**config.mk**
```make
export PLATFORM = sky130hd
export DESIGN_NAME = io_bank_flat
export DESIGN_NICKNAME = d
export VERILOG_FILES = /design/src/rtl/io_bank_if.sv /design/src/rtl/io_bank.sv /design/src/flat_wrapper.sv
export SDC_FILE = /design/constraint.sdc
export NUM_CORES = 2
export LEC_CHECK = 0
export CORE_MARGIN = 2
export CORE_UTILIZATION = 54
export DETAILED_ROUTE_END_ITERATION = 10
export PLACE_DENSITY = 0.88
export SLEW_MARGIN = 20
export SYNTH_ARGS = -nofsm -noshare
export SYNTH_HDL_FRONTEND = slang
export SYNTH_SLANG_ARGS = --single-unit
```
**constraint.sdc**
```tcl
create_clock -name CLK -period 22.9 [get_ports CLK]
set_clock_uncertainty 0.05 [all_clocks]
set_input_delay 2.29 -clock CLK [delete_from_list [all_inputs] [get_ports CLK]]
set_output_delay 2.29 -clock CLK [all_outputs]
set_load 0.01 [all_outputs]
```
**src/rtl/io_bank_if.sv**
```systemverilog
// Bus interface between the load/store unit and io_bank.
//   IOA  [5:0]   address: [5:4] space, [3:0] index
//   IOD  [DW-1:0] write data
//   IOM  [1:0]   write mode (00 write, 01 set, 10 clear, 11 toggle)
//   IOE          write strobe
//   IOR          read strobe
//   IOQ  [DW-1:0] registered read data
//   IOQV         read data valid, one-cycle pulse
interface io_bank_if #(
  parameter int unsigned DW = 32
) ();
  logic [5:0]    IOA;
  logic [DW-1:0] IOD;
  logic [1:0]    IOM;
  logic          IOE;
  logic          IOR;
  logic [DW-1:0] IOQ;
  logic          IOQV;

  modport master (
    output IOA, IOD, IOM, IOE, IOR,
    input  IOQ, IOQV
  );

  modport slave (
    input  IOA, IOD, IOM, IOE, IOR,
    output IOQ, IOQV
  );
endinterface

```
**src/rtl/io_bank.sv**
```systemverilog
// Memory-mapped I/O register bank.
// Output registers with write/set/clear/toggle, per-channel two-flop synchroniser plus debounce,
// sticky rising-edge event flags (write-1-to-clear), per-channel interrupt enables and a
// registered interrupt request. Read data is registered and qualified by a one-cycle valid.
//   CLK      clock, all state changes on rising edge
//   RST      asynchronous active-high reset
//   bus      io_bank_if slave: address/data/mode/strobes in, read data/valid out
//   PIN_IN   raw asynchronous inputs, channel i at [i*IW +: IW]
//   PIN_OUT  output registers, register i at [i*DW +: DW]
//   IRQ      registered interrupt request
module io_bank #(
  parameter int unsigned      DW      = 32,
  parameter int unsigned      NO      = 10,
  parameter int unsigned      NI      = 8,
  parameter int unsigned      IW      = 8,
  parameter int unsigned      CW      = 16,
  parameter logic [CW-1:0]    DB_INIT = CW'(1000)
) (
  input  logic             CLK,
  input  logic             RST,
  io_bank_if.slave         bus,
  input  logic [NI*IW-1:0] PIN_IN,
  output logic [NO*DW-1:0] PIN_OUT,
  output logic             IRQ
);

  localparam logic [1:0] SpOut = 2'b00;
  localparam logic [1:0] SpLvl = 2'b01;
  localparam logic [1:0] SpEvt = 2'b10;
  localparam logic [1:0] SpCtl = 2'b11;

  // Output registers
  logic [DW-1:0] out_q [NO];
  logic [DW-1:0] out_d [NO];

  // Input path
  logic [IW-1:0] s1_q    [NI];
  logic [IW-1:0] s2_q    [NI];
  logic [IW-1:0] lvl_q   [NI];
  logic [IW-1:0] lvl_d   [NI];
  logic [CW-1:0] cnt_q   [NI];
  logic [CW-1:0] cnt_d   [NI];
  logic [IW-1:0] evt_q   [NI];
  logic [IW-1:0] evt_d   [NI];
  logic [IW-1:0] evt_set [NI];
  logic [IW-1:0] evt_clr [NI];

  // Control
  logic [CW-1:0] dbt_q, dbt_d;
  logic [NI-1:0] ien_q, ien_d;

  // Read port and interrupt
  logic [DW-1:0] rdata;
  logic [DW-1:0] ioq_q, ioq_d;
  logic          ioqv_q;
  logic          irq_q, irq_d;

  logic [3:0] idx;
  logic [1:0] space;

  assign idx   = bus.IOA[3:0];
  assign space = bus.IOA[5:4];

  // Debounce and event flags
  always_comb begin
    for (int i = 0; i < int'(NI); i++) begin
      lvl_d[i]   = lvl_q[i];
      cnt_d[i]   = cnt_q[i];
      evt_set[i] = '0;
      evt_clr[i] = '0;
      if (s2_q[i] == lvl_q[i]) begin
        cnt_d[i] = '0;
      end else if (cnt_q[i] < dbt_q) begin
        cnt_d[i] = cnt_q[i] + 1'b1;
      end else begin
        // Counter does not restart when S2 moves between two non-LVL values.
        lvl_d[i]   = s2_q[i];
        cnt_d[i]   = '0;
        evt_set[i] = s2_q[i] & ~lvl_q[i];
      end
      if (bus.IOE && space == SpEvt && idx == 4'(i)) begin
        evt_clr[i] = bus.IOD[IW-1:0];
      end
      // A new edge beats a same-cycle clear.
      evt_d[i] = (evt_q[i] & ~evt_clr[i]) | evt_set[i];
    end
  end

  // Output register and control writes
  always_comb begin
    for (int i = 0; i < int'(NO); i++) begin
      out_d[i] = out_q[i];
      if (bus.IOE && space == SpOut && idx == 4'(i)) begin
        case (bus.IOM)
          2'b00:   out_d[i] = bus.IOD;
          2'b01:   out_d[i] = out_q[i] | bus.IOD;
          2'b10:   out_d[i] = out_q[i] & ~bus.IOD;
          default: out_d[i] = out_q[i] ^ bus.IOD;
        endcase
      end
    end
    dbt_d = dbt_q;
    ien_d = ien_q;
    if (bus.IOE && space == SpCtl) begin
      if (idx == 4'd0) dbt_d = bus.IOD[CW-1:0];
      if (idx == 4'd1) ien_d = bus.IOD[NI-1:0];
    end
  end

  // Read mux over pre-edge state; unmapped indices read as zero.
  always_comb begin
    rdata = '0;
    case (space)
      SpOut: begin
        for (int i = 0; i < int'(NO); i++) begin
          if (idx == 4'(i)) rdata = out_q[i];
        end
      end
      SpLvl: begin
        for (int i = 0; i < int'(NI); i++) begin
          if (idx == 4'(i)) rdata[IW-1:0] = lvl_q[i];
        end
      end
      SpEvt: begin
        for (int i = 0; i < int'(NI); i++) begin
          if (idx == 4'(i)) rdata[IW-1:0] = evt_q[i];
        end
      end
      default: begin
        if (idx == 4'd0) begin
          rdata[CW-1:0] = dbt_q;
        end else if (idx == 4'd1) begin
          rdata[NI-1:0] = ien_q;
        end
      end
    endcase
    ioq_d = bus.IOR ? rdata : ioq_q;
  end

  // IRQ lags the event flags by one edge.
  always_comb begin
    irq_d = 1'b0;
    for (int i = 0; i < int'(NI); i++) begin
      irq_d = irq_d | (ien_q[i] & (|evt_q[i]));
    end
  end

  always_ff @(posedge CLK or posedge RST) begin
    if (RST) begin
      out_q  <= '{default: '0};
      s1_q   <= '{default: '0};
      s2_q   <= '{default: '0};
      lvl_q  <= '{default: '0};
      cnt_q  <= '{default: '0};
      evt_q  <= '{default: '0};
      dbt_q  <= DB_INIT;
      ien_q  <= '0;
      ioq_q  <= '0;
      ioqv_q <= 1'b0;
      irq_q  <= 1'b0;
    end else begin
      for (int i = 0; i < int'(NI); i++) begin
        s1_q[i] <= PIN_IN[i*IW +: IW];
      end
      s2_q   <= s1_q;
      lvl_q  <= lvl_d;
      cnt_q  <= cnt_d;
      evt_q  <= evt_d;
      out_q  <= out_d;
      dbt_q  <= dbt_d;
      ien_q  <= ien_d;
      ioq_q  <= ioq_d;
      ioqv_q <= bus.IOR;
      irq_q  <= irq_d;
    end
  end

  always_comb begin
    PIN_OUT = '0;
    for (int i = 0; i < int'(NO); i++) begin
      PIN_OUT[i*DW +: DW] = out_q[i];
    end
  end

  assign bus.IOQ  = ioq_q;
  assign bus.IOQV = ioqv_q;
  assign IRQ      = irq_q;

endmodule
```
**src/flat_wrapper.sv**
```systemverilog
// flat-port wrapper written by rule: the top's interface ports become plain ports
module io_bank_flat 
#(
  parameter int unsigned      DW      = 32,
  parameter int unsigned      NO      = 10,
  parameter int unsigned      NI      = 8,
  parameter int unsigned      IW      = 8,
  parameter int unsigned      CW      = 16,
  parameter logic [CW-1:0]    DB_INIT = CW'(1000)
)
  (CLK, RST, PIN_IN, PIN_OUT, IRQ, bus_IOA, bus_IOD, bus_IOM, bus_IOE, bus_IOR, bus_IOQ, bus_IOQV);
  io_bank_if #(.DW(DW)) bus_i ();
  input  logic CLK;
  input  logic RST;
  input  logic [NI*IW-1:0] PIN_IN;
  output logic [NO*DW-1:0] PIN_OUT;
  output logic IRQ;
  input wire logic [$bits(bus_i.IOA)-1:0] bus_IOA;
  input wire logic [$bits(bus_i.IOD)-1:0] bus_IOD;
  input wire logic [$bits(bus_i.IOM)-1:0] bus_IOM;
  input wire logic [$bits(bus_i.IOE)-1:0] bus_IOE;
  input wire logic [$bits(bus_i.IOR)-1:0] bus_IOR;
  output wire logic [$bits(bus_i.IOQ)-1:0] bus_IOQ;
  output wire logic [$bits(bus_i.IOQV)-1:0] bus_IOQV;
  assign bus_i.IOA = bus_IOA;
  assign bus_i.IOD = bus_IOD;
  assign bus_i.IOM = bus_IOM;
  assign bus_i.IOE = bus_IOE;
  assign bus_i.IOR = bus_IOR;
  assign bus_IOQ = bus_i.IOQ;
  assign bus_IOQV = bus_i.IOQV;
  io_bank #(.DW(DW), .NO(NO), .NI(NI), .IW(IW), .CW(CW), .DB_INIT(DB_INIT)) u_core (.CLK(CLK), .RST(RST), .bus(bus_i), .PIN_IN(PIN_IN), .PIN_OUT(PIN_OUT), .IRQ(IRQ));
endmodule
```
# Yosys cells after proc, flatten, opt, wreduce, memory -nomap -nowiden
# Cells that the tools add are included.
# Widths: inputs -> output; s select.
op_classes:
  eq_ne: 22
  n_reduce_logical: 43
  magnitude_cmp: 8
  bitwise_logic: 102
  n_addsub: 8
  n_mux: 82
ops:
  columns: ["cell", "n"]
  rows:
  - ["$pmux 32 s3", 10]
  - ["$mux 8", 43]
  - ["$and 32x32->32", 10]
  - ["$mux 32", 10]
  - ["$or 32x32->32", 10]
  - ["$xor 32x32->32", 10]
  - ["$mux 16", 17]
  - ["$add 16x1->16 const B", 8]
  - ["$and 8x8->8", 16]
  - ["$lt 16x16->1", 8]
  - ["$not 8->8", 16]
  - ["$eq 8x8->1", 8]
  - ["$or 8x8->8", 8]
  - ["$reduce_or 8->1", 8]
  - ["$not 32->32", 1]
  - ["$pmux 8 s3", 1]
  - ["$logic_and 1x1->1", 21]
  - ["$reduce_and 2->1", 10]
  - ["$eq 4x3->1 const B", 4]
  - ["$not 1->1", 16]
  - ["$pmux 8 s2", 1]
  - ["$and 1x1->1", 8]
  - ["$eq 4x2->1 const B", 2]
  - ["$eq 4x4->1 const B", 2]
  - ["other kinds (7)", 17]
totals:
  output_inout_bits: 354
  wordCells: 320
  regBits: 762
  inputBits: 108

# Depth between registers and ports, before layout
logic_depth:
  word_depth: 12
  mapped_depth: 10
  depth_no_buf: 8

# Least setup slack after synthesis
# No wires, ideal clock.
synth_path:
  kind: "input to register"
  from: "in bus_IOA[3]"
  to: "reg u_core.out_q (netlist bit u_core.PIN_OUT[32])"
  slack_ns: 18.951
  required_ns: 22.717
  t_arrival_ns: 3.766
  cell_stages: 8
  setup_ns: 0.133
  path_buffers: 3
  path_cell_list: "clkbuf_1 -> nor2_1 -> and3_1 -> clkbuf_1 -> nand2_1 -> clkbuf_1 -> a211oi_1 -> a21oi_1"
synth_via:
  elab_chain_len: 2
synth_lines:
  columns: ["element", "line", "rtl"]
  rows:
  - ["start: declaration", "flat_wrapper.sv:18", "input wire logic [$bits(bus_i.IOA)-1:0] bus_IOA;"]
  - ["$eq 4x1->1", "io_bank.sv:93", "if (bus.IOE && space == SpOut && idx == 4'(i)) begin"]
  - ["$logic_and 1x1->1", "io_bank.sv:93", null]
  - ["end signal: assignment", "io_bank.sv:169", "out_q <= out_d;"]
  - ["end: declaration", "io_bank.sv:33", "logic [DW-1:0] out_q [NO];"]
# Every way passes these cells.
# A chain may end at the register's enable or synchronous reset.

# Worst setup path after layout
layout_path:
  from: "in bus_IOM[1]"
  to: "reg u_core.out_q (netlist bit u_core.PIN_OUT[288])"
layout_via:
  elab_chain_len: 2
  word_cells_on_any_way: 4
  classes_between: "eq/ne: 2; mux: 1; reduce/logical: 1"
layout_lines:
  columns: ["element", "line", "rtl"]
  rows:
  - ["start: declaration", "flat_wrapper.sv:20", "input wire logic [$bits(bus_i.IOM)-1:0] bus_IOM;"]
  - ["$eq 2x2->1 (tied with other cells)", "io_bank.sv:94", "case (bus.IOM)"]
  - ["$pmux 32 s3 *", "io_bank.sv:94", null]
# Every way passes the cells marked *; elsewhere a longest branch is shown, timed or not.

==> reports/qor_table.md <==
| Parameter | This run |
|---|---|
| Final-stage net count | 7052 |
| Clock tree from TritonCTS | done |
| Count of state elements after synthesis | 762 |
| Die height | 316 µm |
| Dominant cell type by count on the critical path | sky130_fd_sc_hd__buf_4 |
| Number of logic stages on the critical path including buffering | 8 |
| Post-route standard cell area excluding fillers | 0.0610 mm² |
| Top Ports | 462 |
| DRC violations left | 1 |
| Hold buffer count at cts | 0 |
| Data arrival, critical path | 6.27 ns |
| Worst vdd ir | 0.0000811 V |
| Worst Setup Path Type | in -> reg |
| Cell-by-cell listing of the critical path | buf_8 > buf_4 > buf_4 > buf_4 > nor2_1 > nor3_1 > a211oi_1 > a21oi_1 |
| Type of the worst min-delay path | reg -> reg |
| Clock root cell | sky130_fd_sc_hd__clkbuf_16 |
| Synth Warn # | 0 |
| Gate count after technology mapping | 5860 |
| Final hold violations | 0 |
| Switching share of total power | 0.365 |
| CTS sink cnt | 762 |
| Cell-internal power | 3090 µW |
| Sequential power share | 0.391 |
| Total setup buffers inserted after CTS | 0 |
| Fraction of registers with async set/reset | 1.00 |
| Cell with the biggest individual delay on the critical path | sky130_fd_sc_hd__buf_4 |
| Number of rows created at floorplan | 114 |
| Kind of cell adding the most delay to the critical path | buffers and inverters |
| IO buf count | 461 |
| Core box area | 0.0966 mm² |
| Area post-placement | 0.0579 mm² |
| GRT Resource Usage Total | 0.375 |
| Leakage power of the design | 0.0286 µW |
| Wire per inst | 25.6 µm |
| Insertion delay of the later-clocked pin in the worst-skew pair | 0.69 ns |
| Antenna violations before repair | 8 |
| Drt pass-1 iters | 11 |
| Failing checks | design-rule violations |
| Crit path max fanout | 174 |
| RD Place Congestion | 0.990 |
| Stage delay of the slowest cell on the critical path | 0.86 ns |
| Core occupancy in the finished layout | 0.632 |
| Pin count of the biggest net entering global routing | 227 |
| CTS-repair resized insts | 0 |
| Vias in the first global route | 47300 |
| Worst R2R End | u_core.lvl_q[32] |
| Detailed placement HPWL | 128 mm |
| Top-area cell type share of the netlist area | 0.360 |
| Cell count of the worst reg-to-reg path | 8 |
| Critical path data required time | 23.44 ns |
| Number of library cell types mapped by synthesis | 66 |
| Number of buffers created by CTS | 87 |
| Synthesis-to-finish area growth | 16.2% |
| Non-filler cells in the finished layout | 7465 |
| Unrepaired setup endpoints after global routing | no |
| Mean Syn Cell Area | 8.96 µm² |
| Final-report max-slew violation count | 0 |
| Worst path bufs/invs | 4 |
| Vias per Instance | 6.52 |
| Type of destination of the critical path | flop |
| Worst Min Path Start | u_core.s1_q[45] |
| Placed insts | 7298 |
| NetSw | 1770 µW |
| Maximum capacitance violations | 0 |
| Most instantiated flip-flop cell in the synthesis netlist | sky130_fd_sc_hd__dfrtp_1 |
| Finish-stage setup viols | 0 |
| Cell type contributing the most total cell area after synthesis | sky130_fd_sc_hd__dfrtp_1 |
| Clock tree buffer depth | 3 |
| Horiz. Die Dim | 316 µm |
| Startpoint type of the worst setup path | input pin |
| Total vias in the final route | 48700 |
| Logic pwr share | 0.298 |
| Post-Synthesis Cell Area | 0.0525 mm² |
| Actual transition at the worst max-transition pin | 1.21 ns |
| Count of routing violations after the opening detailed-route iteration | 7296 |
| Clock transition at path regs | 0.06 ns |
| Proportion of layout cells with a drive suffix above 1 | 0.0563 |
| Clock share of power | 0.311 |
| Run status | finished with violations |
| Power per cell area | 79.6 mW/mm² |
| Part of the Yosys area used for sequential elements | 0.363 |
| Top area cells in the synthesized netlist | sky130_fd_sc_hd__dfrtp_1, sky130_fd_sc_hd__ha_1, sky130_fd_sc_hd__a211oi_1 |
| Worst setup timing slack at the placement stage | 16.70 ns |
| Min setup slack post-route | 17.17 ns |
| Post-synth EDFFs | 0 |
| Die ar. | 0.0998 mm² |
| Worst relative slew slack | 0.189 |
| Effective utilization at floorplan | 0.544 |
| Start of the worst register-to-register path | u_core.dbt_q[4] |
| Post-synth net total | 6800 |
| Hold path endpoint | u_core.s2_q[45] |
| WL final | 191 mm |
| Final-layout setup total negative slack | 0 ns |
| Worst setup slack for register-to-register paths | 19.06 ns |
| Cell count of the worst hold path | 0 |
| Highest clock frequency the design can meet | 174 MHz |
| Final antenna-violating net count | 0 |
| Final min period | 5.73 ns |
| Ratio of final minimum period to clock period | 0.250 |
| First-pass GRT wire length | 286 mm |
| Aggregate global routing overflow | 0 |
| Max H-tree Level | 3 |
[layout by cell type (no fill, tap or decap), drive strengths merged, types with 30 or more instances in the layout]
cell,count
nor2b,331
nor3,329
a211oi,354
a21oi,416
xor2,56
o21ai,466
clkdlybuf4s50,454
nand4,33
a22oi,55
nand3,54
buf,59
o22ai,30
nand2,564
nor2,268
xnor2,56
mux2,76
ha,832
dfrtp,756
inv,468
a22o,72
clkbuf,122
and3,45
[sequential cells by signal, indices dropped and copies added, names as in the netlist]
name and cells:
u_core.s1_q 64, u_core.dbt_q 16, u_core.evt_q 64, u_core.s2_q 64, u_core.PIN_OUT 320, u_core.lvl_q 64
u_core.bus.IOQ 32, u_core.bus.IOQV 1, u_core.cnt_q 128, u_core.ien_q 8, u_core.IRQ 1
[power groups by stage]
stage	combinational, µW	sequential (µW)	clock [µW]
global placement	1300	1880	0
detailed placement	1390	1890	0
floorplan	834	1820	0
CTS	1410	1880	1510
finish	1450	1900	1510
global route	1590	1910	1570
[how the worst max path moves through the flow]
stage          startpoint                  end  slack, ns
2_1_floorplan         RST           u_core.IRQ      10.12
3_3_place_gp          RST   u_core.PIN_OUT[79]      16.80
3_5_place_dp   bus_IOM[1]  u_core.PIN_OUT[288]      16.70
4_1_cts        bus_IOM[1]  u_core.PIN_OUT[288]      17.42
5_1_grt        bus_IOM[1]  u_core.PIN_OUT[160]      16.88
6_report       bus_IOM[1]  u_core.PIN_OUT[288]      17.17
[per-stage QoR]
stage	power [µW]	hold WS (ns)
after detailed placement	3280	0.285
after global placement	3180	0.284
after global routing	5070	0.298
final	4860	0.296
after CTS	4800	0.297
after floorplan	2650	0.281
[logic make-up after synthesis]
logic type,synth area share
muxes,0.0259
AOI/OAI and AO/OA,0.183
DFF,0.363
adders and majority gates,0.198
buffers and inverters,0.0593
xor gates and xnor gates,0.0187
and+or+nand+nor,0.152
[Yosys cell counts (8+ instances only)]
cell type	instances
sky130_fd_sc_hd__xnor2_1	56
sky130_fd_sc_hd__xor2_1	56
sky130_fd_sc_hd__nor2_1	266
sky130_fd_sc_hd__mux2_2	74
sky130_fd_sc_hd__and2_1	11
sky130_fd_sc_hd__inv_1	465
sky130_fd_sc_hd__nand4_1	33
sky130_fd_sc_hd__o21ai_0	459
sky130_fd_sc_hd__clkbuf_1	308
sky130_fd_sc_hd__mux2i_1	25
sky130_fd_sc_hd__a211oi_1	354
sky130_fd_sc_hd__buf_2	30
sky130_fd_sc_hd__mux4_2	11
sky130_fd_sc_hd__o22ai_1	30
sky130_fd_sc_hd__nor3_1	328
sky130_fd_sc_hd__o221ai_1	18
sky130_fd_sc_hd__a21o_1	18
sky130_fd_sc_hd__dfrtp_1	756
sky130_fd_sc_hd__nor2b_1	330
sky130_fd_sc_hd__a221oi_1	12
sky130_fd_sc_hd__a22o_1	72
sky130_fd_sc_hd__a21oi_1	416
sky130_fd_sc_hd__and3_1	45
sky130_fd_sc_hd__o211ai_1	8
sky130_fd_sc_hd__a22oi_1	55
sky130_fd_sc_hd__nand2b_1	19
sky130_fd_sc_hd__ha_1	832
sky130_fd_sc_hd__a222oi_1	11
sky130_fd_sc_hd__nand3_1	54
sky130_fd_sc_hd__a31oi_1	11
sky130_fd_sc_hd__buf_1	10
sky130_fd_sc_hd__nor4_1	19
sky130_fd_sc_hd__o311ai_0	9
sky130_fd_sc_hd__nand2_1	564
sky130_fd_sc_hd__o2111ai_1	12
[layer usage]
layer | part of all wire | wire [µm] | track usage
met5 | 0.00029 | 56 | 0
met1 | 0.35 | 66100 | 0.450
met3 | 0.14 | 27500 | 0.148
met4 | 0.079 | 15000 | 0.251
met2 | 0.43 | 82100 | 0.557
[cell type report]
| type | instances | area (µm²) |
|---|---|---|
| fill | 7279 | 35600 |
| multi-input combinational | 4283 | 30500 |
| sequential | 762 | 19100 |
| timing repair buffer | 513 | 5050 |
| clock buffer | 122 | 2540 |
| inverter | 465 | 1750 |
| tap | 1276 | 1600 |
| clock inverter | 40 | 517 |
| antenna | 4 | 10.0 |
Power figures use the tool's default switching activity.
